===== src/rtl/fir_serdes_pkg.sv =====
// Shared types and helpers for the fir_filter serial front end.
package fir_serdes_pkg;

   typedef enum logic [1:0] {IDLE, SHIFT, GAP} state_t;

   localparam int DEFAULT_LENGTH = 24;
   // Widest word the parity helper covers; callers zero-extend into it.
   localparam int PARITY_MAX_W   = 64;

   function automatic int cnt_width(input int n);
      return $clog2(n + 1);
   endfunction

   function automatic logic even_parity(input logic [PARITY_MAX_W-1:0] word);
      return ^word;
   endfunction

endpackage


===== src/rtl/word_serializer.sv =====
// LSB-first parallel-to-serial converter with frame-last flag and idle gap.
// Optional macro WORD_SERIALIZER_PARITY_EN appends an even-parity bit to each frame.
module word_serializer
   import fir_serdes_pkg::*;
#(
   parameter int LENGTH     = DEFAULT_LENGTH,
   parameter int GAP_CYCLES = 1
) (
   input  logic              i_clk,
   input  logic              i_rst,
   input  logic              i_en,
   input  logic [LENGTH-1:0] i_word,
   input  logic              i_word_valid,
   output logic              o_word_ready,
   output logic              o_dout,
   output logic              o_dout_en,
   output logic              o_dout_last,
   output logic              o_busy
);

`ifdef WORD_SERIALIZER_PARITY_EN
   localparam int FRAME_LEN = LENGTH + 1;
`else
   localparam int FRAME_LEN = LENGTH;
`endif
   localparam int CW = cnt_width(FRAME_LEN);
   localparam int GW = (GAP_CYCLES > 0) ? cnt_width(GAP_CYCLES) : 1;

   state_t               state;
   logic [FRAME_LEN-1:0] shreg;
   logic [FRAME_LEN-1:0] load_word;
   logic [CW-1:0]        cnt;
   logic [GW-1:0]        gcnt;
   logic                 dout_en_q;

   always_comb begin
`ifdef WORD_SERIALIZER_PARITY_EN
      load_word = {even_parity(PARITY_MAX_W'(i_word)), i_word};
`else
      load_word = i_word;
`endif
   end

   assign o_word_ready = (state == IDLE) && i_en && !i_rst;
   assign o_busy       = (state != IDLE);
   // A stalled cycle must not look like a frame bit to the downstream stage.
   assign o_dout_en    = dout_en_q && i_en;

   always_ff @(posedge i_clk) begin
      if (i_rst) begin
         state       <= IDLE;
         shreg       <= '0;
         cnt         <= '0;
         gcnt        <= '0;
         o_dout      <= 1'b0;
         dout_en_q   <= 1'b0;
         o_dout_last <= 1'b0;
      end else if (i_en) begin
         case (state)
            IDLE: begin
               if (i_word_valid) begin
                  shreg       <= load_word;
                  cnt         <= '0;
                  state       <= SHIFT;
                  o_dout      <= load_word[0];
                  dout_en_q   <= 1'b1;
                  o_dout_last <= 1'b0;
               end
            end
            SHIFT: begin
               if (cnt == CW'(FRAME_LEN - 1)) begin
                  state       <= (GAP_CYCLES == 0) ? IDLE : GAP;
                  cnt         <= '0;
                  gcnt        <= '0;
                  o_dout      <= 1'b0;
                  dout_en_q   <= 1'b0;
                  o_dout_last <= 1'b0;
               end else begin
                  // Outputs are registered, so look one bit ahead of the shift.
                  shreg       <= shreg >> 1;
                  cnt         <= cnt + CW'(1);
                  o_dout      <= shreg[1];
                  o_dout_last <= (cnt == CW'(FRAME_LEN - 2));
               end
            end
            GAP: begin
               if (gcnt == GW'(GAP_CYCLES - 1)) begin
                  state <= IDLE;
                  gcnt  <= '0;
               end else begin
                  gcnt  <= gcnt + GW'(1);
               end
            end
            default: state <= IDLE;
         endcase
      end
   end

endmodule


===== config.mk =====
export PLATFORM = sky130hd
export DESIGN_NAME = word_serializer
export DESIGN_NICKNAME = d
export VERILOG_FILES = /design/src/rtl/fir_serdes_pkg.sv /design/src/rtl/word_serializer.sv
export SDC_FILE = /design/constraint.sdc
export NUM_CORES = 1
export LEC_CHECK = 0
export BUFFER_PORTS_ARGS = -buffer_cell sky130_fd_sc_hd__buf_2
export CAP_MARGIN = 20
export CORE_MARGIN = 2
export CORE_UTILIZATION = 25
export DETAILED_ROUTE_END_ITERATION = 6
export MAX_ROUTING_LAYER = met4
export PLACE_DENSITY = 0.41
export SKIP_CTS_REPAIR_TIMING = 1
export SYNTH_ARGS = -nofsm -noshare
export SYNTH_HDL_FRONTEND = slang
export SYNTH_SLANG_ARGS = --single-unit

===== constraint.sdc =====
create_clock -name i_clk -period 2.4 [get_ports i_clk]
set_clock_uncertainty 0.1 [all_clocks]
set_input_delay 0.12 -clock i_clk [delete_from_list [all_inputs] [get_ports i_clk]]
set_output_delay 0.12 -clock i_clk [all_outputs]
set_load 0.01 [all_outputs]

# == After elaboration in Yosys (flattened, before gate mapping) ==
# Index checks and enable logic that the tools add are counted.
# totals
memories,0
latch_bits,0
wordCells,51
reg_bits,35
out_inout_bits,5
mem_bits_rw,0
rom_bits,0
# classes
n_addsub,2
n_eq_ne,8
muxes,21
reduce_logical,13
div_mod_pow,0
magnitude_cmp,0
multipliers,0
shifts,0
n_bitwise,0
# op_table
op,count
two-way mux 24 bit,2
case mux 24 bit (2 select lines),1
AND reduction 4 bit,3
equality test 5 bit (second input constant),2
two-way mux 5 bit,2
case mux 5 bit (2 select lines),1
inequality test 2 bit (second input constant),4
case mux 1 bit (2 select lines),4
two-way mux 1 bit,7
two-way mux 2 bit,3
case mux 2 bit (3 select lines),1
AND reduction 3 bit,2
nonzero test 2 bit,3
adder 5 x 1 -> 5 bit (second input constant),1
logical AND 1 bit,3
equality test 2 x 1 -> 1 bit (second input constant),1
equality test 2 bit (second input constant),1
zero test 2 bit,1
adder 1 bit (second input constant),1
zero test 1 bit,1

# == Logic depth before layout (Yosys ltp) ==
# logic_depth
ltp_word,3
depth_mapped,6

# == Worst setup path after synthesis ==
# Ideal clock, no wire load.
# synth_timing
path_kind,flip-flop to flip-flop
from,reg cnt[0]
to,reg shreg[13]
t_arrival_ps,1459
path_slack_ps,696
setup_ps,145
path_stages_with_launch,6
synth_period_minus_slack_ps,1704
path_buffers,1
path_cell_list,dfxtp_1 -> ha_1 -> and2_1 -> a211oi_4 -> buf_4 -> a211oi_2
# synth_between
elab_chain_len,3
# synth_lines
item,line,source
start: declaration,word_serializer.sv:32,logic [CW-1:0] cnt;
start signal: assignment,word_serializer.sv:81,cnt <= cnt + CW'(1);
equality test 5 bit,word_serializer.sv:71,if (cnt == CW'(FRAME_LEN - 1)) begin
inequality test 2 bit (no source line),n/a,
AND reduction 4 bit (no source line),n/a,
end signal: assignment,word_serializer.sv:62,shreg <= load_word;
end signal: assignment,word_serializer.sv:80,shreg <= shreg >> 1;
end: declaration,word_serializer.sv:30,logic [FRAME_LEN-1:0] shreg;
# No other way between the ends.
# A chain may end at the register's enable or synchronous reset.

# == Worst setup path in the final report ==
# layout_timing
from,reg cnt[1]
to,reg shreg[1]
# The elaborated chain is that of the path after synthesis.

==> results.txt <==
The run finished, with violations left. The checks that failed: negative hold slack. After clock tree synthesis, the clock-pin slew on the worst setup and hold paths is around 0.070 ns. The area growth from synthesis to layout is 18.8%. The number of global-route vias before repair came to roughly 1.2k. The HPWL after detailed placement came out at around 2.3 mm. The number of pins with negative max-slew slack in the final report is 0. The worst endpoint required time came out at around 2.5 ns. The headroom to the max-slew limit came out at 0.562. The number of clock buffers inserted by TritonCTS is 5.

The synthesized area per cell came out at 9.73 µm². The number of clock sinks is 33. The residual antenna-violating net count after detailed routing is 0. Counting every instance in the synthesized netlist gives around 170. The I/O pin total came out at 33.

The pre-CTS setup slack came out at 0.592 ns. The min-delay analysis places its worst path in the category input port to register. The worst setup path is of the register to register kind. The fraction of the mapped netlist area in adder cells came out at 0.0154. The share of synthesized flip-flops with an asynchronous set or reset came out at 0.

Across all layers, the routed design uses 1227 vias. Yosys mapped a number of flops with a built-in enable equal to 0. At the end of routability-driven placement, the weighted congestion stood at 0.690. The post-route minimum period is about 1.8 ns.

In this run the power density over the cells is about 640 nW/µm². The die is 84.6 µm wide. The share of synthesized area in the top cell type comes to 0.406.

In the final layout, the share of cells above drive strength 1 is 0.310. The number of rows in the core area came out at 29. At the end of the flow, the number of nets in the layout was between 200 and 250. Summed over all cells, the static leakage comes to around 0.84 nW. The number of levels the H-tree was split into is 2. The initial antenna violation count was 0. The commonest cells after synthesis are sky130_fd_sc_hd__dfxtp_1 (33), sky130_fd_sc_hd__nor2_1 (31), sky130_fd_sc_hd__mux2i_1 (23).

The maximum vdd drop is 0.000230 V. The largest net degree at the start of global routing is 46. The number of vias per cell came out at 4.48. The distinct cell type count after synthesis came out at 32. When the netlist entered floorplanning its net count stood at 197.

STA classifies the critical path endpoint as a register. The first global-routing pass estimated 5.61 mm of wire. The highest metal layer with signal wires is met4. The number of hold violations in the final report is 1.

The element type at the critical path start is a register. The most common cell in the synthesized netlist is sky130_fd_sc_hd__dfxtp_1. The number of synthesized register bits is 33. Static timing analysis puts the maximum clock frequency at 0.552 GHz. For this run, the total global-route usage over all layers was measured as 0.102. From bottom edge to top edge, the die measures 84.6 µm. The detailed-route wire length on metal 1 came out at about 1.7 mm. The total of warnings raised by yosys is 0. The worst path arrival time came out at between 1.5 and 2 ns.

The area share of xor/xnor cells in the synthesized design is 0. The number of search-and-repair iterations in the first detailed-routing pass is 3. Counting along the longest clock path gives a buffer depth of 2. Wires add up to about 3.3 mm. The setup-violating endpoint count in the final report came out at 0.

Setup repair after global routing left no endpoint under its margin. The main combinational cell family by area after synthesis is compound AO/OA/AOI/OAI gates. Measured against the total synthesized area, the mux share comes to 0.142.

The amount of wire on met2 after detailed routing is between 1 and 1.5 mm. The detailed-route wire length per cell came out at 12.0 µm. The fraction of the mapped netlist area in compound gates was 0.222. The iteration-0 DRC count of the detailed router is 54. The number of port buffers is 32.

The sum of met3 wire segment lengths after detailed routing came out at 170 µm. The mapped cell area came out at around 1600 µm². The final routed DRC violation total came out at 0. The initial standard-cell utilization of the core is 0.257. The area enclosed by the die boundary came out at approximately 7200 µm². The clock insertion delay at the later pin of the skew report is 0.28 ns.

At the pin with the least slew margin, the transition time is 0.656 ns. In this run the worst path has a maximum fanout of 45. The number of diodes came out at 0. The share of synthesized area occupied by flip-flops and latches came out at 0.406. The worst hold slack came out at -0.00886 ns. The cell type contributing the most total cell area after synthesis is sky130_fd_sc_hd__dfxtp_1. The tool flagged a number of max-cap violations equal to 0. Yosys attributes the largest share of cell area to sky130_fd_sc_hd__dfxtp_1 (41%), sky130_fd_sc_hd__mux2i_1 (14%), sky130_fd_sc_hd__a211oi_2 (14%), sky130_fd_sc_hd__nor2_1 (7.2%), sky130_fd_sc_hd__a21oi_1 (3.4%). Adding up every negative setup slack in the final design gives 0 ns. The post-synthesis share of cell area spent on and, or, nand and nor gates came out at 0.162. The dominant synthesized flop cell is sky130_fd_sc_hd__dfxtp_1. In this run the clock root is driven by a sky130_fd_sc_hd__clkbuf_8. The global route total overflow is 0. The CTS tree is done.

The total area inside the core boundary comes to 6310 µm². The worst path meets setup with slightly below 0.6 ns of slack. In the finished design, the share of the clock period the worst path needs comes to 0.755.
-- area by class of cell --
class | count | area [µm²]
clock buffer | 7 | 86.3
multi-input combinational | 119 | 881
inverter | 3 | 11.3
timing repair buffer | 35 | 195
tap | 77 | 96.3
sequential | 33 | 661
fill | 692 | 4380
-- per-layer routing --
metal | global-route usage | vias to the layer above
li1 | - | 649
met1 | 0.131 | 551
met2 | 0.145 | 21
met3 | 0.0383 | 6
met4 | 0.0390 | 0
met5 | - | -
-- worst max-delay path: stages, from the launching register on --
cell,delay (ns)
sky130_fd_sc_hd__dfxtp_1,0.34
sky130_fd_sc_hd__ha_1,0.25
sky130_fd_sc_hd__and2_1,0.22
sky130_fd_sc_hd__a211oi_4,0.27
sky130_fd_sc_hd__buf_12,0.27
sky130_fd_sc_hd__nor2_1,0.06
sky130_fd_sc_hd__a211oi_1,0.21
-- stage by stage --
stage	instances	instance area (µm²)	total power, mW	utilization	hold slack (ns)
2_1_floorplan	167	1630	0.786	-	0.156
4_1_cts	274	1930	1.27	0.306	-0.0101
3_5_place_dp	267	1840	0.840	0.292	0.292
6_report	274	1930	1.24	0.306	-0.00886
3_3_place_gp	267	1840	0.840	0.292	0.294
5_1_grt	274	1930	1.32	0.306	0.00840
-- registers in the layout, indices dropped and copies added, names as in the netlist --
signal       cells
cnt              5
dout_en_q        1
o_dout           1
o_dout_last      1
shreg           23
state            2
-- worst paths after layout --
check | start | to | slack, ns | depth (start not counted)
setup / recovery | cnt[1]$_SDFFE_PP0P_ | shreg[1]$_SDFFE_PP0P_ | 0.59 | 6
hold reg to reg | shreg[23]$_SDFFE_PP0P_ | shreg[23]$_SDFFE_PP0P_ | 0.38 | 2
hold / removal | i_word[23] | shreg[23]$_SDFFE_PP0P_ | -0.009 | 3
setup reg to reg | cnt[1]$_SDFFE_PP0P_ | shreg[1]$_SDFFE_PP0P_ | 0.59 | 6
-- power by group --
group	total [mW]	internal, mW	switching (mW)
clock	0.422	0.227	0.194
sequential	0.607	0.586	0.0208
combinational	0.216	0.0987	0.117
total	1.24	0.912	0.333
-- cells in the final DEF (no fill, tap or decap) --
cell type / synthesis / routed
sky130_fd_sc_hd__nor2_1: 31 / 31
sky130_fd_sc_hd__a32oi_1: 1 / 1
sky130_fd_sc_hd__and3b_1: 1 / 1
sky130_fd_sc_hd__dfxtp_1: 33 / 33
sky130_fd_sc_hd__or2_1: 1 / 1
sky130_fd_sc_hd__inv_1: 3 / 3
sky130_fd_sc_hd__a211oi_4: 1 / 1
sky130_fd_sc_hd__nand3_1: 2 / 2
sky130_fd_sc_hd__buf_4: 2 / 2
sky130_fd_sc_hd__o21ai_0: 3 / 3
sky130_fd_sc_hd__a22oi_1: 1 / 1
sky130_fd_sc_hd__or2_2: 1 / 1
sky130_fd_sc_hd__buf_12: 0 / 1
sky130_fd_sc_hd__clkbuf_8: 0 / 6
sky130_fd_sc_hd__mux2i_1: 23 / 23
sky130_fd_sc_hd__nand3b_1: 1 / 1
sky130_fd_sc_hd__clkbuf_1: 3 / 1
sky130_fd_sc_hd__nor3_1: 2 / 2
sky130_fd_sc_hd__nor2b_1: 1 / 1
sky130_fd_sc_hd__or3_1: 2 / 2
sky130_fd_sc_hd__a21oi_1: 11 / 11
sky130_fd_sc_hd__and2_1: 3 / 3
sky130_fd_sc_hd__ha_1: 2 / 2
sky130_fd_sc_hd__buf_2: 3 / 32
sky130_fd_sc_hd__nand2b_1: 4 / 4
sky130_fd_sc_hd__nor3b_1: 1 / 1
sky130_fd_sc_hd__nand4b_1: 1 / 1
sky130_fd_sc_hd__a211oi_1: 4 / 4
sky130_fd_sc_hd__nand2_1: 3 / 3
sky130_fd_sc_hd__or3b_1: 1 / 1
sky130_fd_sc_hd__a211oi_2: 18 / 18
-- cells by family (layout without fill, tap and decap cells) --
family | count (synthesis) | after routing
compound gates | 39 | 39
fa+ha+maj | 2 | 2
buf+inv | 15 | 45
flops | 33 | 33
mux | 23 | 23
simple gates | 55 | 55
Power figures use the tool's default switching activity.
